==> src/rtl/ifu_prefetch_if.sv <==
// Prefetch-unit bus bundle: redirect input, SRAM read port and decode handshake.
// master = surrounding pipeline/SRAM side, slave = ifu_prefetch.
interface ifu_prefetch_if;
    logic        flush_i;
    logic [31:0] flush_pc_i;
    logic [14:0] mem_addr_o;
    logic        mem_ren_o;
    logic [31:0] mem_data_i;
    logic        inst_valid_o;
    logic        inst_ready_i;
    logic [31:0] inst_o;
    logic [31:0] inst_pc_o;

    modport master (
        output flush_i, flush_pc_i, mem_data_i, inst_ready_i,
        input  mem_addr_o, mem_ren_o, inst_valid_o, inst_o, inst_pc_o
    );

    modport slave (
        input  flush_i, flush_pc_i, mem_data_i, inst_ready_i,
        output mem_addr_o, mem_ren_o, inst_valid_o, inst_o, inst_pc_o
    );
endinterface

==> src/rtl/ifu_prefetch.sv <==
// Instruction prefetch: owns the fetch PC, reads the 1-cycle SRAM, buffers {instr, pc} for decode.
// Optional IFU_PREFETCH_BYPASS_EN: an empty buffer forwards the SRAM response to decode in the same cycle.
module ifu_prefetch #(
    parameter logic [31:0] RESET_PC   = 32'h0000_0000,
    parameter int unsigned FIFO_DEPTH = 4
) (
    input  logic          clk_i,
    input  logic          rst_i,
    ifu_prefetch_if.slave bus
);
    localparam int unsigned PTR_W = $clog2(FIFO_DEPTH);
    localparam int unsigned CNT_W = PTR_W + 1;
    localparam int unsigned OCC_W = CNT_W + 1;
    localparam logic [31:0] RESET_PC_ALIGNED = {RESET_PC[31:2], 2'b00};

    logic [31:0]      pc;
    logic [31:0]      inflight_pc;
    logic             inflight;
    logic             discard;
    logic [CNT_W-1:0] count;
    logic [PTR_W-1:0] rd_ptr;
    logic [PTR_W-1:0] wr_ptr;
    logic [31:0]      fifo_inst [FIFO_DEPTH];
    logic [31:0]      fifo_pc   [FIFO_DEPTH];

    logic        issue;
    logic        rsp_valid;
    logic        head_valid;
    logic        take;
    logic        push;
    logic        pop;
    logic [31:0] target_pc;

    // Issue/capture/handshake decode; a same-cycle pop never frees a slot for issue.
    always_comb begin
        target_pc  = bus.flush_pc_i & 32'hFFFF_FFFC;
        issue      = !rst_i && !bus.flush_i &&
                     ((OCC_W'(count) + OCC_W'(inflight)) < OCC_W'(FIFO_DEPTH));
        rsp_valid  = inflight && !discard && !bus.flush_i && !rst_i;
        head_valid = (count != '0) && !rst_i;

        bus.mem_ren_o    = issue;
        bus.mem_addr_o   = rst_i ? RESET_PC_ALIGNED[16:2] : pc[16:2];
        bus.inst_valid_o = 1'b0;
        bus.inst_o       = 32'h0;
        bus.inst_pc_o    = 32'h0;

        if (head_valid) begin
            bus.inst_valid_o = 1'b1;
            bus.inst_o       = fifo_inst[rd_ptr];
            bus.inst_pc_o    = fifo_pc[rd_ptr];
        end
`ifdef IFU_PREFETCH_BYPASS_EN
        else if (rsp_valid) begin
            bus.inst_valid_o = 1'b1;
            bus.inst_o       = bus.mem_data_i;
            bus.inst_pc_o    = inflight_pc;
        end
`endif

        take = bus.inst_valid_o && bus.inst_ready_i && !bus.flush_i;
        pop  = take && head_valid;
`ifdef IFU_PREFETCH_BYPASS_EN
        push = rsp_valid && !(take && !head_valid);
`else
        push = rsp_valid;
`endif
    end

    // PC, in-flight tracking and buffer occupancy.
    always_ff @(posedge clk_i) begin
        if (rst_i) begin
            pc          <= RESET_PC_ALIGNED;
            inflight    <= 1'b0;
            inflight_pc <= 32'h0;
            discard     <= 1'b0;
            count       <= '0;
            rd_ptr      <= '0;
            wr_ptr      <= '0;
        end else begin
            inflight <= issue;
            if (issue) begin
                inflight_pc <= pc;
            end
            // A flush always masks the coincident response, so no stale beat survives it.
            if (bus.flush_i || inflight) begin
                discard <= 1'b0;
            end
            if (bus.flush_i) begin
                pc     <= target_pc;
                count  <= '0;
                rd_ptr <= '0;
                wr_ptr <= '0;
            end else begin
                if (issue) begin
                    pc <= pc + 32'd4;
                end
                if (push) begin
                    wr_ptr <= wr_ptr + PTR_W'(1);
                end
                if (pop) begin
                    rd_ptr <= rd_ptr + PTR_W'(1);
                end
                count <= count + CNT_W'(push) - CNT_W'(pop);
            end
        end
    end

    // Buffer storage needs no reset: count gates every read.
    always_ff @(posedge clk_i) begin
        if (push) begin
            fifo_inst[wr_ptr] <= bus.mem_data_i;
            fifo_pc[wr_ptr]   <= inflight_pc;
        end
    end
endmodule

==> src/flat_wrapper.sv <==
// flat-port wrapper written by rule: the top's interface ports become plain ports
module ifu_prefetch_flat 
#(
    parameter logic [31:0] RESET_PC   = 32'h0000_0000,
    parameter int unsigned FIFO_DEPTH = 4
)
  (clk_i, rst_i, bus_flush_i, bus_flush_pc_i, bus_mem_data_i, bus_inst_ready_i, bus_mem_addr_o, bus_mem_ren_o, bus_inst_valid_o, bus_inst_o, bus_inst_pc_o);
  ifu_prefetch_if bus_i ();
  input  logic clk_i;
  input  logic rst_i;
  input wire logic [$bits(bus_i.flush_i)-1:0] bus_flush_i;
  input wire logic [$bits(bus_i.flush_pc_i)-1:0] bus_flush_pc_i;
  input wire logic [$bits(bus_i.mem_data_i)-1:0] bus_mem_data_i;
  input wire logic [$bits(bus_i.inst_ready_i)-1:0] bus_inst_ready_i;
  output wire logic [$bits(bus_i.mem_addr_o)-1:0] bus_mem_addr_o;
  output wire logic [$bits(bus_i.mem_ren_o)-1:0] bus_mem_ren_o;
  output wire logic [$bits(bus_i.inst_valid_o)-1:0] bus_inst_valid_o;
  output wire logic [$bits(bus_i.inst_o)-1:0] bus_inst_o;
  output wire logic [$bits(bus_i.inst_pc_o)-1:0] bus_inst_pc_o;
  assign bus_i.flush_i = bus_flush_i;
  assign bus_i.flush_pc_i = bus_flush_pc_i;
  assign bus_i.mem_data_i = bus_mem_data_i;
  assign bus_i.inst_ready_i = bus_inst_ready_i;
  assign bus_mem_addr_o = bus_i.mem_addr_o;
  assign bus_mem_ren_o = bus_i.mem_ren_o;
  assign bus_inst_valid_o = bus_i.inst_valid_o;
  assign bus_inst_o = bus_i.inst_o;
  assign bus_inst_pc_o = bus_i.inst_pc_o;
  ifu_prefetch #(.RESET_PC(RESET_PC), .FIFO_DEPTH(FIFO_DEPTH)) u_core (.clk_i(clk_i), .rst_i(rst_i), .bus(bus_i));
endmodule
==> config.mk <==
export PLATFORM = sky130hd
export DESIGN_NAME = ifu_prefetch_flat
export DESIGN_NICKNAME = d
export VERILOG_FILES = /design/src/rtl/ifu_prefetch_if.sv /design/src/rtl/ifu_prefetch.sv /design/src/flat_wrapper.sv
export SDC_FILE = /design/constraint.sdc
export NUM_CORES = 1
export LEC_CHECK = 0
export ABC_AREA = 1
export CORE_MARGIN = 1
export CORE_UTILIZATION = 47
export DETAILED_ROUTE_END_ITERATION = 7
export PLACE_DENSITY = 0.69
export SLEW_MARGIN = 20
export SYNTH_ARGS = -nofsm -noshare
export SYNTH_HDL_FRONTEND = slang
export SYNTH_SLANG_ARGS = --single-unit
==> constraint.sdc <==
create_clock -name clk_i -period 6.26 [get_ports clk_i]
set_clock_uncertainty 0.1 [all_clocks]
set_input_delay 1.252 -clock clk_i [delete_from_list [all_inputs] [get_ports clk_i]]
set_output_delay 1.252 -clock clk_i [all_outputs]
set_load 0.05 [all_outputs]
==> metrics.md <==
| Metric | Value |
|---|---|
| Outcome | `finished clean` |
| Max_cap viols | `0` |
| Final Util | `0.595` |
| First-pass GRT wire length | `47.2 mm` |
| Initial core utilization | `0.479` |
| Comb power frac | `0.046` |
| Dpl ws | `1.36 ns` |
| Initial drt markers | `713` |
| CP max-delay cell | `nand2_2` |
| Unrepaired setup endpoints after global routing | `no` |
| Sequential power share | `0.510` |
| Clock sink count | `318` |
| Number of warnings issued by yosys | `0` |
| Post-Route WL | `29.7 mm` |
| Avg Inst Size Synth | `10.1 sq um` |
| CTS Buf Count | `34` |
| CTS root buf | `clkbuf_16` |
| WHS Path Cells | `2` |
| Multi-input combinational cell area | `3890 sq um` |
| Worst-skew pair later-pin latency | `0.50 ns` |
| DIE AREA | `29100 sq um` |
| Max FO, Critical Path | `34` |
| Top-count cell post-synth | `nor2_1` |
| N_diodes | `0` |
| Final worst-path setup slack | `1.36 ns` |
| Cell Area, Synth | `13300 sq um` |
| Die W | `170 um` |
| Row count | `61` |
| Clock tree buffer depth | `3` |
| Synth top area cells | `edfxtp_1 (56%), dfxtp_1 (11%), nor2_1 (9.1%), o21ai_0 (6.1%), a21oi_1 (4.4%)` |
| Final setup fails | `0` |
| # IOs | `149` |
| Vias per cell | `5.10` |
| Async SR Flop Fraction | `0` |
| Seq/Total Area, Yosys | `0.663` |
| DR vias | `9434` |
| GRT Total Usage | `0.208` |
| Synth area leader | `edfxtp_1` |
| Yosys reg bits | `318` |
| Peak VDD IR | `0.160 mV` |
| Library cells used by synthesis | `29` |
| Post-synth EDFFs | `248` |
| Initial antenna violation count | `0` |
| Crit. End Element | `primary output` |
| Worst-Margin Slew | `0.943 ns` |
| Most frequent CP cell | `buf_4` |
| Worst-path clk slew | `0.06 ns` |
| Non-Filler Instances | `1848` |
| Area grow syn2layout | `24.2%` |
| Die Ht | `170 um` |
| FMAX | `204 MHz` |
| Cells after Synth | `1322` |
| Tmin final | `4.90 ns` |
| Worst setup SP type | `primary input` |
| Setup repair bufs after CTS | `0` |
| Hold wc startpoint | `u_core.rd_ptr[1]` |
| Pint | `3640 uW` |
| R2R Setup Slk | `3.79 ns` |
| Post-route DRC violation count | `0` |
| Fillers | `2294` |
| Leak pwr | `0.00590 uW` |
| Rel. slew slack | `0.371` |
| Core Area | `27900 sq um` |
| # resized after CTS | `0` |
| Vias in the first global route | `8929` |
| NumNets Final | `1522` |
| Commonest cells post-synth | `nor2_1 (322), edfxtp_1 (248), o21ai_0 (163)` |
| HPWL after DPL | `17.4 mm` |
| Largest net degree at the start of global routing | `81` |
| WP data arrival | `3.55 ns` |
| Placer Congestion | `0.848` |
| Critical-path cell list | `clkdlybuf4s50_1 -> inv_1 -> buf_4 -> nand2_2 -> buf_4 -> a21oi_1 -> buf_12` |
| # hold bufs at CTS | `0` |
| Reg2reg path depth | `10` |
| I/O Buffers | `144` |
| Final period util | `0.783` |
| Switch Pwr | `953 uW` |
| CTS tree | `built` |
| H-tree levels | `2` |
| Crit-path max cell delay | `0.47 ns` |
| HP Class | `reg2reg` |
| Clk network pwr share | `0.444` |
| Fin. Hold Viols | `0` |
| Sw Ratio | `0.208` |
| WS Path Type | `in2out` |
| Post-DRT Antenna Nets | `0` |
| Seq. cell area | `8850 sq um` |
| Origin of the critical flop-to-flop path | `u_core.count[1]` |
| Fin area | `16600 sq um` |
| Final slew viol count | `0` |
| Share of layout cells above drive strength 1 | `0.110` |
| Grt ovf | `0` |
| Ys flop type | `edfxtp_1` |
| DRT Pass-1 Iters | `5` |
| DR WL/cell | `16.1 um` |
| DP Cell Count | `1787` |
| Placed Instance Area | `15400 sq um` |
| Critical Path RT | `4.91 ns` |
| Cell Pwr Density | `277 nW/um^2` |
| Share of the synthesized area in the top cell type | `0.558` |
| Reg2reg end | `u_core.pc[2]` |
| Final TNS setup | `0 ns` |
-- worst max-delay path: cells and delay by family --
| family | cells | cell delay (ns) |
|---|---|---|
| AO/OA/AOI/OAI | 1 | 0.42 |
| buffers and inverters | 5 | 1.36 |
| AND/OR/NAND/NOR | 1 | 0.47 |
-- metal layers --
layer  vias to the layer above  GRT usage  wire [um]
met5                         -          0          0
li1                       4710          -          -
met3                        39     0.0377       1810
met2                       272      0.335      13700
met1                      4413      0.290      13700
met4                         0     0.0552        490
-- placed cells by master (no fill, tap or decap), types with 8 or more instances in the layout --
cell type	instances
nand2_1	142
clkbuf_16	37
edfxtp_1	248
dfxtp_1	68
buf_12	40
nand3_1	55
o21ai_1	9
inv_1	73
a21oi_1	118
clkdlybuf4s50_1	80
o21ai_0	163
ha_1	8
buf_4	39
nor2_4	9
nor2_1	318
-- layout make-up --
class / count / share of cell area
flip-flops and latches: 318 / 0.535
multi-input cells: 853 / 0.235
repair buffers: 159 / 0.114
clock buffers: 41 / 0.0574
well taps: 378 / 0.0286
inverters: 79 / 0.0180
clock inverters: 20 / 0.0120
-- per-stage QoR --
step	hold WS (ns)	power, uW
after floorplan	0.336	2500
after global routing	0.396	4730
final	0.368	4590
after CTS	0.368	4620
after detailed placement	0.357	2600
after global placement	0.347	2590
-- how the worst max path moves through the flow --
stage / end / slack, ns / startpoint / cells past startpoint
4_1_cts: bus_inst_pc_o[16] / 1.34 / rst_i / 7
3_5_place_dp: bus_inst_pc_o[16] / 1.36 / rst_i / 7
2_1_floorplan: u_core.fifo_inst[0][0] / 1.41 / rst_i / 4
3_3_place_gp: bus_inst_pc_o[16] / 1.36 / rst_i / 7
5_1_grt: bus_inst_pc_o[16] / 1.15 / rst_i / 7
6_report: bus_inst_pc_o[16] / 1.36 / rst_i / 7
-- cell families after synthesis --
logic type                 Yosys count  synth area share
xor gates and xnor gates             8           0.00525
buffers and inverters              152            0.0476
adders and majority gates            9           0.00900
other                                1          0.000281
AOI/OAI and AO/OA                  291             0.109
and+or+nand+nor                    543             0.165
DFF                                318             0.663
-- power groups by stage --
stage	registers, uW	clock network (uW)	logic, uW
after floorplan	2380	0	123
after global placement	2390	0	207
after detailed placement	2390	0	210
after CTS	2340	2070	212
after global routing	2350	2150	235
final	2340	2040	212
-- sequential cells by signal, indices dropped and copies added (netlist names), named ones only --
register	count
u_core.count	3
u_core.wr_ptr	2
u_core.inflight_pc	30
u_core.inflight	1
u_core.fifo_inst	128
u_core.pc	30
u_core.rd_ptr	2
u_core.fifo_pc	120
(Power assumes the default switching activity.)
